$ cat config.mk
export PLATFORM = sky130hd
export DESIGN_NAME = audio_word_engine
export DESIGN_NICKNAME = d
export VERILOG_FILES = /design/src/rtl/audio_word_engine.sv
export SDC_FILE = /design/constraint.sdc
export NUM_CORES = 1
export LEC_CHECK = 0
export ABC_AREA = 1
export CORE_MARGIN = 2
export CORE_UTILIZATION = 23
export CTS_CLUSTER_DIAMETER = 30
export DETAILED_ROUTE_END_ITERATION = 7
export PLACE_DENSITY = 0.5
export SLEW_MARGIN = 15
export SYNTH_ARGS = -nofsm -noshare
export SYNTH_HDL_FRONTEND = slang
export SYNTH_SLANG_ARGS = --single-unit
$ cat constraint.sdc
create_clock -name clk -period 8.9 [get_ports clk]
set_input_delay 0.89 -clock clk [delete_from_list [all_inputs] [get_ports clk]]
set_output_delay 0.89 -clock clk [all_outputs]
set_load 0.02 [all_outputs]
$ cat src/rtl/audio_word_engine.sv
// audio_word_engine: packs/unpacks signed audio samples between the AC97
// sample stream and a multi-bank word memory; supports record, playback
// and overdub (play + input mixed and written back to the same word).
module audio_word_engine #(
  parameter  int SAMPLE_W  = 12,
  parameter  int SPW       = 3,
  parameter  int MEM_W     = SAMPLE_W * SPW,
  parameter  int SONG_W    = 4,
  parameter  int BANK_BITS = 1,
  localparam int NUM_BANKS = 2 ** BANK_BITS
) (
  input  logic                       clk,
  input  logic                       reset,
  input  logic                       ready,
  input  logic [SAMPLE_W-1:0]        audio_in,
  input  logic                       start_song,
  input  logic [SONG_W-1:0]          song_choice,
  input  logic [1:0]                 mode,
  input  logic                       pause_song,
  input  logic                       song_done,
  input  logic [NUM_BANKS*MEM_W-1:0] mem_read,
  output logic [NUM_BANKS-1:0]       we,
  output logic [MEM_W-1:0]           mem_write,
  output logic                       word_adv,
  output logic [SAMPLE_W-1:0]        audio_out,
  output logic                       active
);

  localparam int PH_W = (SPW > 1) ? $clog2(SPW) : 1;
  localparam logic [1:0] MODE_PLAY = 2'b00;
  localparam logic [1:0] MODE_REC  = 2'b01;
  localparam logic [1:0] MODE_OVD  = 2'b10;

  if (MEM_W != SAMPLE_W * SPW) begin : g_bad_width
    $error("MEM_W must equal SAMPLE_W*SPW");
  end

  typedef enum logic [1:0] {IDLE, RUN, PAUSE, DONE} state_t;

  state_t                     state_q;
  logic [1:0]                 mode_q;
  logic [BANK_BITS-1:0]       bank_q;
  logic [PH_W-1:0]            phase_q;
  logic [MEM_W-1:0]           pack_q;
  logic [MEM_W-1:0]           play_q;
  logic [NUM_BANKS-1:0]       we_q;
  logic [MEM_W-1:0]           mem_write_q;
  logic                       word_adv_q;
  logic [SAMPLE_W-1:0]        audio_out_q;

  logic [NUM_BANKS*MEM_W-1:0] rd_sh;
  logic [MEM_W-1:0]           rd_word;
  logic [MEM_W-1:0]           cur_word;
  logic [MEM_W-1:0]           pack_d;
  logic signed [SAMPLE_W-1:0] play_s;
  logic signed [SAMPLE_W-1:0] in_s;
  logic signed [SAMPLE_W-1:0] mix_s;
  logic signed [SAMPLE_W-1:0] new_s;
  logic signed [SAMPLE_W-1:0] out_s;
  logic                       last_slot;
  logic                       writes_mem;

  // Slot k sits at the MSB end for k=0, moving toward the LSBs.
  function automatic logic signed [SAMPLE_W-1:0] get_slot(
      input logic [MEM_W-1:0] w, input int k);
    logic [MEM_W-1:0] sh;
    sh = w >> ((SPW - 1 - k) * SAMPLE_W);
    return $signed(sh[SAMPLE_W-1:0]);
  endfunction

  function automatic logic [MEM_W-1:0] set_slot(
      input logic [MEM_W-1:0] w, input int k, input logic signed [SAMPLE_W-1:0] s);
    logic [MEM_W-1:0] m;
    logic [MEM_W-1:0] v;
    m = MEM_W'({SAMPLE_W{1'b1}}) << ((SPW - 1 - k) * SAMPLE_W);
    v = MEM_W'($unsigned(s)) << ((SPW - 1 - k) * SAMPLE_W);
    return (w & ~m) | v;
  endfunction

  // One extra bit holds the true sum; a disagreement between the top two
  // bits means overflow, and the sign bit says which rail to clamp to.
  function automatic logic signed [SAMPLE_W-1:0] sat_add(
      input logic signed [SAMPLE_W-1:0] a, input logic signed [SAMPLE_W-1:0] b);
    logic signed [SAMPLE_W:0] sum;
    sum = {a[SAMPLE_W-1], a} + {b[SAMPLE_W-1], b};
    if (sum[SAMPLE_W] != sum[SAMPLE_W-1])
      return sum[SAMPLE_W] ? $signed({1'b1, {(SAMPLE_W-1){1'b0}}})
                           : $signed({1'b0, {(SAMPLE_W-1){1'b1}}});
    return sum[SAMPLE_W-1:0];
  endfunction

  // Per-ready datapath: played sample, mixed sample and next pack word.
  always_comb begin
    rd_sh      = mem_read >> (int'(bank_q) * MEM_W);
    rd_word    = rd_sh[MEM_W-1:0];
    cur_word   = (phase_q == '0) ? rd_word : play_q;
    play_s     = get_slot(cur_word, int'(phase_q));
    in_s       = $signed(audio_in);
    mix_s      = sat_add(play_s, in_s);
    new_s      = in_s;
    out_s      = play_s;
    case (mode_q)
      MODE_REC: begin new_s = in_s;  out_s = in_s;  end
      MODE_OVD: begin new_s = mix_s; out_s = mix_s; end
      default:  begin new_s = in_s;  out_s = play_s; end
    endcase
    pack_d     = set_slot(pack_q, int'(phase_q), new_s);
    last_slot  = (phase_q == PH_W'(SPW - 1));
    writes_mem = (mode_q == MODE_REC) || (mode_q == MODE_OVD);
  end

  // Control FSM with registered memory strobes and audio output.
  always_ff @(posedge clk) begin
    we_q       <= '0;
    word_adv_q <= 1'b0;
    if (reset) begin
      state_q     <= IDLE;
      mode_q      <= MODE_PLAY;
      bank_q      <= '0;
      phase_q     <= '0;
      pack_q      <= '0;
      play_q      <= '0;
      mem_write_q <= '0;
      audio_out_q <= '0;
    end else if (start_song) begin
      state_q <= RUN;
      mode_q  <= (mode == 2'b11) ? MODE_PLAY : mode;
      bank_q  <= song_choice[SONG_W-1 -: BANK_BITS];
      phase_q <= '0;
      pack_q  <= '0;
    end else begin
      case (state_q)
        RUN, PAUSE: begin
          if (song_done) begin
            // Flush a partially filled word; no address advance.
            if (writes_mem && phase_q != '0) begin
              mem_write_q <= pack_q;
              we_q        <= NUM_BANKS'(1) << bank_q;
            end
            state_q     <= DONE;
            phase_q     <= '0;
            pack_q      <= '0;
            audio_out_q <= '0;
          end else if (state_q == RUN && pause_song) begin
            state_q <= PAUSE;
          end else if (state_q == PAUSE) begin
            if (!pause_song) state_q <= RUN;
          end else if (ready) begin
            if (phase_q == '0) play_q <= rd_word;
            audio_out_q <= $unsigned(out_s);
            if (last_slot) begin
              if (writes_mem) begin
                mem_write_q <= pack_d;
                we_q        <= NUM_BANKS'(1) << bank_q;
              end
              word_adv_q <= 1'b1;
              pack_q     <= '0;
              phase_q    <= '0;
            end else begin
              if (writes_mem) pack_q <= pack_d;
              phase_q <= phase_q + 1'b1;
            end
          end
        end
        default: audio_out_q <= '0;
      endcase
    end
  end

  assign we        = we_q;
  assign mem_write = mem_write_q;
  assign word_adv  = word_adv_q;
  assign audio_out = audio_out_q;
  assign active    = (state_q == RUN);

endmodule

==> impl_metrics.ini, run 1 <==
[routing]
drtPass1Iterations = 5
via_count = 9105
viasPerCell = 4.77
wl_per_cell_um = 15.7
post-route-drc-count = 0
antenna_left = 0
maxUsedRoutingLayer = met4
drtIter0Drc = 676
routed_wl_um = 29900
routedLengthMet1_um = 14800
dr_wl_met3_um = 1550
dr_wl_met2_um = 13200

[grt]
gr-total-overflow = 0
antenna_found_initial = 0
grt_pass1_vias = 8551
grt.total_usage_pct = 15.7
grt_pass1_wl_um = 47600
grt_max_degree = 73

[synth]
synth_edf_count = 0
synthCells = 1340
ys_warn_count = 0
synth_top_area_cell = dfxtp_1
syn-num-nets = 1455
synth_sequential_area_ratio_pct = 30.7
syn_avg_cell_area_um2 = 6.33
netlist_area_um2 = 8480
ys_seq_elements = 130
yosys.area.top_type_share_pct = 30.7
async_flop_share_pct = 0
synth_cell_types = 50
ys.flop_type = dfxtp_1
yosys-top-cells-area = dfxtp_1, nand2_1, a21oi_1

[placed_design]
gp_congestion = 0.855
dp.cells = 1878
dp_hpwl_um = 21900
dpl_cell_area_um2 = 10200
port_buffers = 144

[layout]
diodes = 0
final_layout_size_suffix_gt1_share_pct = 9.36
stdcell_count = 1910
nets = 1544
final_common_cell = nand2_1
final_cell_mix = nand2_1, a21oi_1, clkdlybuf4s50_1, dfxtp_1, nand3_1
areaGrowthSynthToFinish_pct = 26.9
design_area_um2 = 10800

[critical_path]
worst-r2r-cell-count = 30
cp-endpoint = pack_q[6]
crit_top_cell = nand2_1
crit_required_ps = 9260
critPathKind = flop to flop
r2r_slack_ps = 2850
r2r_end = pack_q[6]
endpoint_kind = flop
start_kind = flop
slowest_delay_ps = 560
arrival_ps = 6410
critPathMaxFanout = 39
crit_start = phase_q[0]
slowest_stage = ha_2
r2r_start = phase_q[0]

[sta]
period_share_pct = 67.9
hold_ws_ps = 462
fmax_ghz = 0.165
fin_worst_skew_ps = 12.7
relSlewSlack_pct = 28.0
tightest_slew_ps = 1080
setup_viol = 0
rsz0062_at_grt = no
drv_slew = 0
finalCriticalPeriod_ps = 6050
finalSetupTns_ps = 0
hold_viol_final = 0

[min_path]
hp-class = flop to flop
hold_start = mem_write[22]

[die]
core_region_area_um2 = 36400
dieWidth_um = 196
die_h_um = 196
dieArea_um2 = 38400
boundaryPins = 148
std_cell_rows = 70
start_util_pct = 23.3

[status]
status = complete, no violations

[cts]
cts_max_path_buffers = 2
cts_root_buf = clkbuf_16
cts_setup_buffers = 0
cts_num_sinks = 130
cts_resized = 0
clkSlewWorstSetupHoldPaths_ps = 70
htreeDepth = 4
cts_hold_buf = 0
cts-buffers-inserted = 17
worstSkewPairLatency_ps = 430
cts_tree = built

[pwr]
power_uw = 1850
power_density_nw_per_um2 = 171
p_leak_uw = 0.00424
ir_worst_vdd_uv = 128

[run]
max-cap-violations = 0
power by group:
part           leakage, uW  internal [uW]  switching (uW)
Clock             0.000270            368             314
Combinational      0.00292            190             366
Sequential         0.00105            598            8.87
Total              0.00424           1160             689
routing by layer:
layer	vias up	GRT usage, %
met2	220	24.0
met1	4237	22.5
met4	0	4.18
met5	-	0
met3	17	2.77
li1	4631	-
critical path: cells and delay by family (launching register included):
kind | cells | cell delay (ps)
buf+inv | 4 | 980
fa+ha+maj | 3 | 1230
simple gates | 15 | 1750
flops | 1 | 500
compound gates | 8 | 1440
cell usage after synthesis (5+ instances only):
| cell type | instances |
|---|---|
| nand2_1 | 411 |
| a21oi_1 | 162 |
| dfxtp_1 | 130 |
| nand3_1 | 116 |
| o21ai_0 | 92 |
| inv_1 | 78 |
| nor2_1 | 73 |
| clkbuf_1 | 50 |
| nand2_2 | 37 |
| ha_1 | 18 |
| buf_2 | 17 |
| o21ai_1 | 17 |
| o22ai_1 | 14 |
| nand3_2 | 13 |
| buf_4 | 9 |
| o211ai_1 | 8 |
| or2_2 | 8 |
| o21ai_2 | 7 |
| inv_2 | 6 |
| nand4_1 | 6 |
| nor3_1 | 5 |
| xor2_1 | 5 |
logic make-up (layout without fill, tap and decap cells):
group,after synthesis,after routing,synth area share [%]
compound gates,331,331,21.6
xor+xnor,7,7,0.723
fa+ha+maj,19,19,2.89
buf+inv,170,272,8.79
flops,130,130,30.7
mux,1,1,0.118
simple gates,682,682,35.2
final cells by class:
type / instances / area (um2)
clock inverters: 15 / 134
clock buffers: 17 / 425
repair buffers: 155 / 1520
flip-flops and latches: 130 / 2600
fillers: 4032 / 25700
inverters: 85 / 319
well taps: 468 / 586
multi-input cells: 1040 / 5180
through the flow:
step	worst slack, ps	utilization, %
3_5_place_dp	2900	28.0
2_1_floorplan	4550	-
5_1_grt	2180	29.5
6_report	2850	29.5
3_3_place_gp	2960	28.0
4_1_cts	2870	29.5
how the worst min path moves through the flow:
stage               endpoint  cells past startpoint
2_1_floorplan      play_q[3]                      2
3_3_place_gp      pack_q[14]                      2
3_5_place_dp       play_q[3]                      2
4_1_cts        mem_write[26]                      2
5_1_grt         audio_out[6]                      2
6_report       mem_write[22]                      2
state kept, by name (all words and copies together), names as in the netlist, 2 cells and up:
name,count
pack_q,36
phase_q,2
play_q,36
mem_write,36
state_q,2
mode_q,2
audio_out,12
we,2
(Power assumes the default switching activity.)
==> inputs of run 2 (changes only) <==
--- a/config.mk
+++ b/config.mk
@@ -10,7 +10,7 @@
 export CORE_UTILIZATION = 23
 export CTS_CLUSTER_DIAMETER = 30
 export DETAILED_ROUTE_END_ITERATION = 7
-export PLACE_DENSITY = 0.5
+export PLACE_DENSITY = 0.52
 export SLEW_MARGIN = 15
 export SYNTH_ARGS = -nofsm -noshare
 export SYNTH_HDL_FRONTEND = slang
==> constraint.sdc (replaced) <==
create_clock -name clk -period 5.1 [get_ports clk]
set_input_delay 0.51 -clock clk [delete_from_list [all_inputs] [get_ports clk]]
set_output_delay 0.51 -clock clk [all_outputs]
set_load 0.02 [all_outputs]
==> run 2 against run 1 <==
  * Critical path depth shrank 2
  * Die area stayed put
  * Utilization rose by 0.80 points
  * Sequential power up 75%
  * Global-route usage rose by 0.18 points
  * Sequential share of layout area shrank 0.64 points
  * Critical path type unchanged
  * Largest power group unchanged
==> impl_metrics.ini, run 2 (synthesized netlist as in run 1, its figures left out) <==
[status]
status = complete, no violations

[cts]
cts_root_buf = clkbuf_16
cts_max_path_buffers = 2
cts-buffers-inserted = 17
worstSkewPairLatency_ps = 440
clkSlewWorstSetupHoldPaths_ps = 60
htreeDepth = 4
cts_tree = built
cts_num_sinks = 130

[sta]
tightest_slew_ps = 1050
setup_viol = 0
hold_viol_final = 0
drv_slew = 0
relSlewSlack_pct = 29.8
fmax_ghz = 0.215
finalCriticalPeriod_ps = 4660
fin_worst_skew_ps = 18.2
period_share_pct = 91.4

[layout]
final_layout_size_suffix_gt1_share_pct = 11.4
final_cell_mix = nand2_1, a21oi_1, clkdlybuf4s50_1, dfxtp_1, nand3_1
stdcell_count = 1941
design_area_um2 = 11100
final_common_cell = nand2_1
diodes = 0
areaGrowthSynthToFinish_pct = 30.3
nets = 1575

[critical_path]
slowest_stage = o31ai_1
critPathMaxFanout = 20
r2r_slack_ps = 440
critPathKind = flop to flop
arrival_ps = 4950
start_kind = flop
crit_top_cell = nand3_1
endpoint_kind = flop
crit_required_ps = 5390
slowest_delay_ps = 350

[grt]
grt_max_degree = 65
gr-total-overflow = 0
antenna_found_initial = 0
grt_pass1_vias = 8613
grt.met1_usage_pct = 22.0
grtUsageMet2_pct = 24.5
grtUsageMet3_pct = 3.30
grt.total_usage_pct = 15.8
grt_pass1_wl_um = 47900
top_usage_layer = met2

[die]
start_util_pct = 23.3
dieWidth_um = 196
boundaryPins = 148
die_h_um = 196
std_cell_rows = 70
core_region_area_um2 = 36400
dieArea_um2 = 38400

[routing]
drtPass1Iterations = 7
post-route-drc-count = 0
via_count = 9259
viasPerCell = 4.77
routed_wl_um = 30400
drtIter0Drc = 726
antenna_left = 0
wl_per_cell_um = 15.7

[placed_design]
dp.cells = 1907
port_buffers = 144
dp_hpwl_um = 22400
gp_congestion = 0.882
dpl_cell_area_um2 = 10400

[pwr]
power.internal_uw = 2120
sw_frac_of_total_pct = 36.4
p_comb_share_pct = 30.9
power_uw = 3320
ir_worst_vdd_uv = 227
pwr-share-clk_pct = 37.2
power_density_nw_per_um2 = 301
power_switching_uw = 1210
p_leak_uw = 0.00440
p_seq_share_pct = 31.8

[min_path]
hp-class = flop to flop

[run]
max-cap-violations = 0
run 2: path summary, 6_finish.rpt:
path | from | end | cells past startpoint
max reg2reg | phase_q[1] | mem_write[10] | 28
min | mem_write[28] | mem_write[28] | 2
max | phase_q[1] | mem_write[10] | 28
min reg2reg | mem_write[28] | mem_write[28] | 2
run 2: area by class of cell:
cell class | count | area, um2
clock buffer | 18 | 439
clock inverter | 14 | 144
fill | 3983 | 25400
inverter | 85 | 327
multi-input combinational | 1040 | 5180
sequential | 130 | 2600
tap | 468 | 586
timing repair buffer | 186 | 1780
run 2: metrics by stage:
stage / setup slack, ps / hold slack (ps) / TNS [ps] / util [%]
final: 438 / 463 / 0 / 30.3
after global routing: -0.706 / 478 / -0.706 / 30.3
after CTS: 340 / 466 / 0 / 30.2
after detailed placement: 339 / 456 / 0 / 28.6
after global placement: 316 / 451 / 0 / 28.6
after floorplan: 754 / 440 / 0 / -
run 2: timing repair:
item,4_1_cts,5_1_grt
setup endpoints to repair,0,69
resized for setup,0,6
hold buffers,0,0
buffers inserted,0,2
run 2: power groups by stage:
| stage | combinational [uW] | sequential (uW) | clock (uW) |
|---|---|---|---|
| after floorplan | 677 | 1080 | 0 |
| after global placement | 1010 | 1080 | 0 |
| after detailed placement | 1010 | 1080 | 0 |
| after CTS | 1020 | 1060 | 1260 |
| after global routing | 1150 | 1060 | 1310 |
| final | 1030 | 1060 | 1240 |
run 2: routing by layer:
| layer | share of wire [%] | routed length, um | vias to the layer above |
|---|---|---|---|
| met2 | 44 | 13400 | 261 |
| met5 | 0 | 0 | - |
| met1 | 48 | 14700 | 4283 |
| met4 | 2.0 | 608 | 0 |
| li1 | - | - | 4681 |
| met3 | 5.8 | 1750 | 34 |
run 2: critical path, delay by kind of cell, from the launching register on:
kind            cells  cell delay, ps
compound gates      6            1220
fa+ha+maj           2             670
buf+inv             4             620
flops               1             340
simple gates       16            1680
==> inputs of run 3 (changes only) <==
--- a/config.mk
+++ b/config.mk
@@ -10,7 +10,7 @@
 export CORE_UTILIZATION = 23
 export CTS_CLUSTER_DIAMETER = 30
 export DETAILED_ROUTE_END_ITERATION = 7
-export PLACE_DENSITY = 0.52
+export PLACE_DENSITY = 0.51
 export SLEW_MARGIN = 15
 export SYNTH_ARGS = -nofsm -noshare
 export SYNTH_HDL_FRONTEND = slang
==> run 3 against run 2 <==
  * Die area stayed put
  * Largest power group unchanged
  * Sequential cell count stayed put
  * Cell area is 0.79% higher
  * Final cell count is 0.10% higher
  * First-iteration DRC count is 1.7% lower
  * Fmax is 1.0% lower
  * Clock skew is 9.0 ps lower
  * Highest routed layer unchanged
==> impl_metrics.ini, run 3 (synthesized netlist as in run 1, its figures left out) <==
[status]
status = complete, no violations

[grt]
gr-total-overflow = 0
grt_pass1_wl_um = 48100
grt_pass1_vias = 8641
grt.total_usage_pct = 15.9
antenna_found_initial = 1
grt_max_degree = 65

[cts]
cts_hold_buf = 0
cts_root_buf = clkbuf_16
cts-buffers-inserted = 17
cts_num_sinks = 130
htreeDepth = 4
cts_tree = built
worstSkewPairLatency_ps = 430
cts_max_path_buffers = 2
clkSlewWorstSetupHoldPaths_ps = 60

[pwr]
p_leak_uw = 0.00445
power_density_nw_per_um2 = 317
power_uw = 3530
ir_worst_vdd_uv = 239

[sta]
setup_viol = 0
fmax_ghz = 0.212
period_share_pct = 92.3
finalCriticalPeriod_ps = 4710
tightest_slew_ps = 1070
relSlewSlack_pct = 28.3
rsz0062_at_grt = no
hold_viol_final = 0
fin_worst_skew_ps = 9.21
drv_slew = 0
finalSetupTns_ps = 0

[layout]
nets = 1577
fillers = 3958
ff_latch_area_um2 = 2600
areaGrowthSynthToFinish_pct = 31.4
final_layout_size_suffix_gt1_share_pct = 11.5
final_common_cell = nand2_1
stdcell_count = 1943
design_area_um2 = 11100
multiInputGateArea_um2 = 5180
finish.utilization_pct = 30.6
final_cell_mix = nand2_1, a21oi_1, clkdlybuf4s50_1, dfxtp_1, nand3_1

[routing]
wl_per_cell_um = 15.8
routed_wl_um = 30700
antenna_left = 0
drtPass1Iterations = 5
via_count = 9259
post-route-drc-count = 0
drtIter0Drc = 714
viasPerCell = 4.77

[critical_path]
endpoint_kind = flop
crit_top_cell = nand2_1
critPathMaxFanout = 12
slowest_delay_ps = 400
crit_required_ps = 5460
slowest_stage = fa_1
start_kind = flop
arrival_ps = 5070
critPathKind = flop to flop

[placed_design]
port_buffers = 144
dpl_cell_area_um2 = 10400
gp_congestion = 0.881
dp_hpwl_um = 22800
dp.cells = 1910

[die]
dieArea_um2 = 38400
boundaryPins = 148
core_region_area_um2 = 36400
dieWidth_um = 196
std_cell_rows = 70
start_util_pct = 23.3
die_h_um = 196

[min_path]
hp-class = input pin to flop

[run]
max-cap-violations = 0
==> run 3: cell count changes in the layout (fill, tap and decap cells not counted), moves of 2 or more <==
cell | before | now
buf_4 | 39 | 44
bufinv_16 | 1 | 6
inv_6 | 6 | 1
buf_12 | 2 | 0
clkinv_4 | 4 | 2
==> run 3: worst paths after layout <==
kind / slack, ps / cells past startpoint / end / start
worst max-delay path: 390 / 32 / mem_write[9] / phase_q[1]
worst min-delay path: 460 / 2 / mem_write[4] / reset
worst max register to register: 390 / 32 / mem_write[9] / phase_q[1]
worst min register to register: 460 / 2 / mem_write[26] / mem_write[26]
==> run 3: per-stage QoR <==
stage	setup slack [ps]	hold slack [ps]
after floorplan	754	440
after global placement	246	451
after detailed placement	265	455
after CTS	297	451
after global routing	41.1	479
final	390	459
==> run 3: power breakdown <==
| part | internal [uW] | switching [uW] | leakage (uW) | total [uW] |
|---|---|---|---|---|
| Sequential | 1040 | 14.0 | 0.00105 | 1060 |
| Combinational | 371 | 660 | 0.00307 | 1030 |
| Clock | 943 | 495 | 0.000322 | 1440 |
| Total | 2360 | 1170 | 0.00445 | 3530 |
==> run 3: critical path: cells and delay by family, from the launching register on <==
kind,cells,cell delay (ps)
AND/OR/NAND/NOR,17,1800
buffers and inverters,5,630
adder cells (fa/ha/maj),3,860
AO/OA/AOI/OAI,7,970
flip-flops,1,370
==> run 3: repair_timing <==
item | 4_1_cts | 5_1_grt
gates resized for setup | 0 | 4
setup endpoints to repair | 0 | 72
buffers inserted | 0 | 1
==> run 3: area by class of cell <==
| class | count | share of cell area, % |
|---|---|---|
| clock buffer | 19 | 4.07 |
| antenna | 1 | 0.0225 |
| sequential | 130 | 23.4 |
| tap | 468 | 5.26 |
| timing repair buffer | 188 | 15.9 |
| multi-input combinational | 1040 | 46.5 |
| inverter | 85 | 2.90 |
| clock inverter | 12 | 2.06 |
==> run 3: routing by layer <==
layer  vias to the layer above  global-route usage [%]  wire (um)
li1                       4689                       -          -
met1                      4276                    22.1      15000
met2                       256                    24.4      13300
met3                        38                    3.32       1720
met4                         0                    5.25        702
met5                         -                       0          0
